--- src/rtl/dw_mode_ctrl.sv ---
// Mode/set sequencer for the digital watch: turns mode/set button levels into a
// four-state mode FSM plus single-cycle strobes to the time and stopwatch counters.
module dw_mode_ctrl #(
  parameter int TIMEOUT_S = 10,
  parameter int BLINK_EN  = 1
) (
  input  logic       clk,
  input  logic       rst_n,
  input  logic       mode,
  input  logic       set,
  input  logic       tick_1hz,
  output logic [1:0] state,
  output logic       hr_inc,
  output logic       min_inc,
  output logic       sec_clr,
  output logic       sw_run,
  output logic       sw_clr,
  output logic       blink
);

  typedef enum logic [1:0] {
    ST_TIME      = 2'd0,
    ST_SET_HR    = 2'd1,
    ST_SET_MIN   = 2'd2,
    ST_STOPWATCH = 2'd3
  } state_t;

  localparam logic [7:0] TIMEOUT_LAST = 8'(TIMEOUT_S - 1);

  state_t     cur_state, nxt_state;
  logic       mode_q, set_q;
  logic       mode_e, set_e, in_set;
  logic [7:0] tcnt, tcnt_n;
  logic       hr_inc_n, min_inc_n, sec_clr_n, sw_run_n, sw_clr_n, blink_n;

  assign mode_e = mode & ~mode_q;
  assign set_e  = set & ~set_q;
  assign in_set = (cur_state == ST_SET_HR) || (cur_state == ST_SET_MIN);
  assign state  = cur_state;

  // History registers reset high so a button held through reset release is not an edge.
  always_ff @(posedge clk or negedge rst_n) begin
    if (!rst_n) begin
      cur_state <= ST_TIME;
      mode_q    <= 1'b1;
      set_q     <= 1'b1;
      tcnt      <= 8'd0;
      hr_inc    <= 1'b0;
      min_inc   <= 1'b0;
      sec_clr   <= 1'b0;
      sw_run    <= 1'b0;
      sw_clr    <= 1'b0;
      blink     <= 1'b0;
    end else begin
      cur_state <= nxt_state;
      mode_q    <= mode;
      set_q     <= set;
      tcnt      <= tcnt_n;
      hr_inc    <= hr_inc_n;
      min_inc   <= min_inc_n;
      sec_clr   <= sec_clr_n;
      sw_run    <= sw_run_n;
      sw_clr    <= sw_clr_n;
      blink     <= blink_n;
    end
  end

  // Priority: stopwatch clear combo, then mode edge, then set edge, then 1 Hz tick.
  always_comb begin
    nxt_state = cur_state;
    tcnt_n    = tcnt;
    hr_inc_n  = 1'b0;
    min_inc_n = 1'b0;
    sec_clr_n = 1'b0;
    sw_clr_n  = 1'b0;
    sw_run_n  = sw_run;
    blink_n   = blink;

    if (mode_e && set_e && (cur_state == ST_STOPWATCH)) begin
      sw_clr_n = 1'b1;
      sw_run_n = 1'b0;
      tcnt_n   = 8'd0;
    end else if (mode_e) begin
      tcnt_n  = 8'd0;
      blink_n = 1'b0;
      case (cur_state)
        ST_TIME:      nxt_state = ST_SET_HR;
        ST_SET_HR:    nxt_state = ST_SET_MIN;
        ST_SET_MIN:   nxt_state = ST_STOPWATCH;
        default:      nxt_state = ST_TIME;
      endcase
    end else if (set_e) begin
      tcnt_n = 8'd0;
      case (cur_state)
        ST_SET_HR:    hr_inc_n = 1'b1;
        ST_SET_MIN: begin
          min_inc_n = 1'b1;
          sec_clr_n = 1'b1;
        end
        ST_STOPWATCH: sw_run_n = ~sw_run;
        default:      ;
      endcase
    end else if (tick_1hz && in_set) begin
      if (tcnt == TIMEOUT_LAST) begin
        nxt_state = ST_TIME;
        tcnt_n    = 8'd0;
        blink_n   = 1'b0;
      end else begin
        tcnt_n = tcnt + 8'd1;
        if (BLINK_EN != 0) blink_n = ~blink;
      end
    end
  end

endmodule

--- config.mk ---
export PLATFORM = sky130hd
export DESIGN_NAME = dw_mode_ctrl
export DESIGN_NICKNAME = d
export VERILOG_FILES = /design/src/rtl/dw_mode_ctrl.sv
export SDC_FILE = /design/constraint.sdc
export NUM_CORES = 1
export LEC_CHECK = 0
export CAP_MARGIN = 20
export CORE_MARGIN = 1
export CORE_UTILIZATION = 30
export CTS_BUF_LIST = sky130_fd_sc_hd__clkbuf_4
export DETAILED_ROUTE_END_ITERATION = 10
export GPL_TIMING_DRIVEN = 0
export RECOVER_POWER = 100
export SYNTH_ARGS = -nofsm -noshare
export SYNTH_HDL_FRONTEND = slang
export SYNTH_SLANG_ARGS = --single-unit
--- constraint.sdc ---
create_clock -name clk -period 3.4 [get_ports clk]
set_clock_uncertainty 0.2 [all_clocks]
set_input_delay 0.68 -clock clk [delete_from_list [all_inputs] [get_ports clk]]
set_output_delay 0.68 -clock clk [all_outputs]
set_load 0.01 [all_outputs]
==> results.json, run 1 <==
{
  "status": "complete, no violations",
  "fin_crit_sh_pct": 73.0,
  "start_util_pct": 32.4,
  "p_leak_nw": 0.488,
  "final.setup.tns_ps": 0,
  "p_switching_uw": 232,
  "grt_max_degree": 18,
  "post_cts_resized": 0,
  "globalRoute.totalOverflow": 0,
  "rows": 19,
  "synth_top_area_share_pct": 41.3,
  "synth_cell_types": 32,
  "maxCapViolCount": 0,
  "dp_hpwl_mm": 1.25,
  "end_kind": "flop",
  "switching_share_pct": 36.4,
  "max_slew_margin_pct": 50.2,
  "numCtsBuffers": 3,
  "combPwrFrac_pct": 36.3,
  "ys.flop_type": "dfrtp_1",
  "crit_required_ps": 3420,
  "fin_nets": 116,
  "p_int_uw": 405,
  "syn_to_final_growth_pct": 18.8,
  "first_pass_iters": 3,
  "crit_path_start_kind": "input port",
  "die_area_mm2": 0.00326,
  "max_stage_delay_ps": 570,
  "crit_arrival_ps": 2500,
  "powerDensity_mw_per_mm2": 589,
  "synth_area_um2": 910,
  "grt_pass1_wl_mm": 2.97,
  "postCtsSetupRepairBufs": 0,
  "p_clk_share_pct": 18.9,
  "cts_max_level": 1,
  "synthArstFlopShare_pct": 100,
  "gp_congestion": 0.746,
  "drc": 0,
  "wl_per_cell_um": 12.1,
  "path_cells": "dlygate4sd3_1 > nor2b_1 > nor3_1 > or4_1 > a21oi_1",
  "syn_area_per_cell_um2": 10.5,
  "numPortBuffers": 12,
  "wirelength_mm": 1.62,
  "die_w_um": 57.1,
  "diodes": 0,
  "cp_slowest_cell": "dlygate4sd3_1",
  "root_buffer": "clkbuf_4",
  "core_area_mm2": 0.00281,
  "pin_count": 13,
  "synthCells": 87,
  "vdd_drop_max_mv": 0.296,
  "clkSlewWorstSetupHoldPaths_ps": 100,
  "seqPwrFrac_pct": 44.8,
  "hp-class": "flop to flop",
  "clk_latency_ps": 290,
  "tightest_slew_ps": 745,
  "via_count": 685,
  "layout_common_cells": "15 x dfrtp_1, 11 x dlygate4sd3_1, 10 x nor2_1",
  "synth.area.top_cells": "dfrtp_1 41%, ha_1 9.6%, dfstp_2 5.8%",
  "grt_pass1_vias": 677,
  "max_freq_mhz": 403,
  "antenna_left": 0,
  "drt_iter0_markers": 12,
  "drive_gt1_share_pct": 12.6,
  "synth-edff-count": 0,
  "mostFrequentLayoutCell": "dfrtp_1",
  "ys_ff_latch": 17,
  "grt_use_total_pct": 11.8,
  "total_power_uw": 637,
  "antenna_found_initial": 0,
  "critPathKind": "input port to flop",
  "fp.dieH_um": 57.1,
  "syn-num-nets": 99,
  "rsz0062_at_grt": "no",
  "setup_viol": 0,
  "fillCellCount": 298,
  "seq_area_frac_synth_pct": 47.0,
  "period_minus_slack_ps": 2480,
  "yosysWarnings": 0,
  "viasPerCell": 5.11,
  "synth_top_area_cell": "dfrtp_1",
  "ctsLongestPathBuffers": 2,
  "cts_tree": "done",
  "finalHoldViolCount": 0,
  "cts.sinks": 17,
  "ctsHoldBuffers": 0,
  "slew_violations": 0,
  "crit_fanout": 7
}
## through the flow
| step | cells | area, um2 | setup slack (ps) | utilization [%] | hold slack [ps] |
|---|---|---|---|---|---|
| 2_1_floorplan | 87 | 910 | 1440 | - | 184 |
| 5_1_grt | 134 | 1080 | 802 | 38.5 | 317 |
| 4_1_cts | 134 | 1100 | 1200 | 39.2 | 310 |
| 3_3_place_gp | 130 | 1070 | 965 | 38.1 | 279 |
| 6_report | 134 | 1080 | 917 | 38.5 | 304 |
| 3_5_place_dp | 130 | 1070 | 934 | 38.1 | 296 |
## final timing paths
| kind | startpoint | endpoint | cells after the start | slack, ps |
|---|---|---|---|---|
| max | set | tcnt[5]$_DFFE_PN0P_ | 5 | 920 |
| min | sw_run$_DFFE_PN0P_ | sw_run$_DFFE_PN0P_ | 1 | 300 |
| max reg2reg | state[0]$_DFFE_PN0P_ | tcnt[5]$_DFFE_PN0P_ | 6 | 1210 |
| min reg2reg | sw_run$_DFFE_PN0P_ | sw_run$_DFFE_PN0P_ | 1 | 300 |
| max in group asynchronous | rst_n | tcnt[2]$_DFFE_PN0P_ | 1 | 1850 |
| min in group asynchronous | rst_n | tcnt[7]$_DFFE_PN0P_ | 1 | 690 |
## critical path: cells and delay by family
kind            cells  cell delay [ps]
simple gates        3             1100
buf+inv             1              570
compound gates      1              160
## kinds of logic after synthesis
kind of cell             share of synthesized area [%]
adder cells (fa/ha/maj)                           9.63
AND/OR/NAND/NOR                                   22.4
XOR/XNOR                                          1.93
flip-flops                                        47.0
buffers and inverters                             2.61
AO/OA/AOI/OAI                                     16.4
## state kept, by name, summed over array words and instances, names as in the netlist
| name | count |
|---|---|
| blink | 1 |
| sec_clr | 1 |
| sw_run | 1 |
| set_q | 1 |
| sw_clr | 1 |
| mode_q | 1 |
| hr_inc | 1 |
| tcnt | 8 |
| state | 2 |
## layout make-up
| class | count | area, um2 | share of cell area, % |
|---|---|---|---|
| inverters | 3 | 11.3 | 1.04 |
| well taps | 31 | 38.8 | 3.59 |
| repair buffers | 12 | 120 | 11.1 |
| flip-flops and latches | 17 | 428 | 39.6 |
| multi-input cells | 65 | 442 | 40.9 |
| plain buffers | 2 | 11.3 | 1.04 |
| clock buffers | 4 | 30.0 | 2.78 |
## cell usage after synthesis, types with 2 or more instances
cell type and instances:
nand3_1 4, a21oi_1 5, ha_1 7, o31ai_1 4, nand2_1 7, or4_1 3
inv_1 3, a31oi_1 3, xnor2_1 2, dfrtp_1 15, dfstp_2 2, and3_2 3
nor2_1 10
## per-layer routing
| metal | up-vias | global-route usage (%) | routed length [um] |
|---|---|---|---|
| met5 | - | 0 | 0 |
| met4 | 0 | 6.62 | 16 |
| met3 | 2 | 2.04 | 39 |
| met2 | 6 | 18.3 | 793 |
| met1 | 325 | 15.7 | 770 |
| li1 | 352 | - | - |
## power by group through the flow
stage / combinational, mW / sequential (mW) / clock (mW)
2_1_floorplan: 0.145 / 0.294 / 0
3_3_place_gp: 0.248 / 0.289 / 0
3_5_place_dp: 0.250 / 0.291 / 0
4_1_cts: 0.251 / 0.287 / 0.124
5_1_grt: 0.268 / 0.294 / 0.136
6_report: 0.231 / 0.285 / 0.120
Power figures use the tool's default switching activity.
==> run 2, diff against run 1 <==
==> constraint.sdc (replaced) <==
create_clock -name clk -period 2.21 [get_ports clk]
set_clock_uncertainty 0.2 [all_clocks]
set_input_delay 0.442 -clock clk [delete_from_list [all_inputs] [get_ports clk]]
set_output_delay 0.442 -clock clk [all_outputs]
set_load 0.01 [all_outputs]
==> run 2 against run 1 <==
Cell count unchanged. Core utilization up 0.27 points. Combinational power up 56%. Sequential share of layout area down 0.27 points. Via count down 1.2%. Sequential cell count unchanged. Die area unchanged. Non-clock buffer count unchanged. Worst hold slack worse by 0.76 ps. Register-to-register slack worse by 1100 ps. Clock-buffer cell count unchanged. Critical path type is now flop to flop. Highest routed layer unchanged.
==> results.json, run 2 (synthesis results as in run 1) <==
{
  "status": "complete, no violations",
  "die_w_um": 57.1,
  "antenna_left": 0,
  "cp_slowest_cell": "or4_1",
  "wl_per_cell_um": 12.1,
  "crit_start": "state[0]$_DFFE_PN0P_",
  "viasPerCell": 5.05,
  "numPortBuffers": 12,
  "globalRoute.totalOverflow": 0,
  "seqPwrFrac_pct": 44.7,
  "max_freq_mhz": 482,
  "clkSlewWorstSetupHoldPaths_ps": 100,
  "slew_violations": 0,
  "whs_endpoint": "sw_run$_DFFE_PN0P_",
  "tightest_slew_ps": 746,
  "via_count": 677,
  "cts_tree": "done",
  "max_slew_margin_pct": 50.1,
  "p_leak_nw": 0.494,
  "r2r_slack_ps": 140,
  "antenna_found_initial": 0,
  "grt_max_degree": 18,
  "ctsHoldBuffers": 0,
  "critPathKind": "flop to flop",
  "multiInputGateArea_um2": 448,
  "pin_count": 13,
  "maxCapViolCount": 0,
  "cts_max_level": 1,
  "numCtsBuffers": 3,
  "p_clk_share_pct": 18.6,
  "core_area_mm2": 0.00281,
  "mostFrequentLayoutCell": "dfrtp_1",
  "rows": 19,
  "holdWs_ps": 303,
  "powerDensity_mw_per_mm2": 902,
  "post_cts_resized": 0,
  "grt_pass1_vias": 677,
  "grt_use_total_pct": 11.8,
  "drive_gt1_share_pct": 14.6,
  "fp.dieH_um": 57.1,
  "setup_viol": 0,
  "end_kind": "flop",
  "wirelength_mm": 1.63,
  "crit_fanout": 6,
  "hp-class": "flop to flop",
  "root_buffer": "clkbuf_4",
  "path_buf_inv": 1,
  "cts.sinks": 17,
  "regMostFlops": "tcnt",
  "regToRegEndpoint": "tcnt[5]$_DFFE_PN0P_",
  "cpLargestDelayFamily": "simple AND/OR/NAND/NOR gates",
  "fin_nets": 116,
  "first_pass_iters": 4,
  "ctsLongestPathBuffers": 2,
  "total_power_uw": 982,
  "vdd_drop_max_mv": 0.454,
  "largest_reg_flops": 8,
  "dp_hpwl_mm": 1.25,
  "fin_crit_sh_pct": 93.9,
  "rsz0062_at_grt": "no",
  "syn_to_final_growth_pct": 19.7,
  "r2r-start": "state[0]$_DFFE_PN0P_",
  "crit_path_start_kind": "flop",
  "fillCellCount": 298,
  "clk_latency_ps": 290,
  "reg2reg_depth": 6,
  "period_minus_slack_ps": 2070,
  "crit_arrival_ps": 2100,
  "finalHoldViolCount": 0,
  "path_cells": "inv_1 > ha_1 > and2_2 > nor3_2 > or4_1 > a21oi_1",
  "diodes": 0,
  "grt_pass1_wl_mm": 2.97,
  "combPwrFrac_pct": 36.6,
  "start_util_pct": 32.4,
  "layout_common_cells": "15 x dfrtp_1, 11 x dlygate4sd3_1, 10 x nor2_1",
  "sequential_cell_area_um2": 428,
  "drc": 0,
  "holdPathStages": 1,
  "die_area_mm2": 0.00326,
  "crit_required_ps": 2230,
  "p_switching_uw": 358,
  "max_stage_delay_ps": 510,
  "drt_iter0_markers": 16,
  "postCtsSetupRepairBufs": 0,
  "p_int_uw": 624,
  "min_from": "sw_run$_DFFE_PN0P_",
  "switching_share_pct": 36.5,
  "gp_congestion": 0.746
}
## run 2: changes by cell type in the layout (fill, tap and decap cells not counted), sizes merged
cell    delta
buf        +1
clkbuf     -1
## run 2: final cells by class
class | count | share of cell area (%)
Timing Repair Buffer | 12 | 11.0
Clock buffer | 4 | 2.76
Tap cell | 31 | 3.56
Buffer | 2 | 1.15
Sequential cell | 17 | 39.3
Inverter | 3 | 1.03
Multi-Input combinational cell | 65 | 41.1
## run 2: per-stage QoR
stage	cell area (um2)	instances	setup TNS [ps]	worst slack, ps	util [%]
floorplan	910	87	0	253	-
global placement	1070	130	0	12.5	38.1
detailed placement	1070	130	-37.9	-17.6	38.1
CTS	1100	134	0	131	39.2
global route	1090	134	0	17.8	38.8
finish	1090	134	0	135	38.8
## run 2: power by group through the flow
stage / combinational (mW) / clock [mW] / sequential [mW]
3_5_place_dp: 0.384 / 0 / 0.448
2_1_floorplan: 0.222 / 0 / 0.453
6_report: 0.360 / 0.183 / 0.439
5_1_grt: 0.415 / 0.209 / 0.453
3_3_place_gp: 0.381 / 0 / 0.445
4_1_cts: 0.387 / 0.191 / 0.442
## run 2: worst max path at each step
stage | cells after the start | slack [ps] | endpoint
after floorplan | 6 | 250 | tcnt[5]$_DFFE_PN0P_
after global placement | 5 | 10 | tcnt[5]$_DFFE_PN0P_
after detailed placement | 5 | -20 | tcnt[5]$_DFFE_PN0P_
after CTS | 6 | 130 | tcnt[5]$_DFFE_PN0P_
after global routing | 6 | 20 | tcnt[5]$_DFFE_PN0P_
final | 6 | 140 | tcnt[5]$_DFFE_PN0P_
## run 2: worst register-to-register path: stages, from the launching register on
cell	delay, ps
dfrtp_1	450
inv_1	100
ha_1	320
and2_2	190
nor3_2	80
or4_1	510
a21oi_1	160
## run 2: metal layers
layer	wire length [um]	global-route usage, %	part of all wire (%)
met3	39	2.04	2.4
met5	0	0	0
met4	16	6.62	0.98
met2	790	18.3	49
met1	779	15.7	48
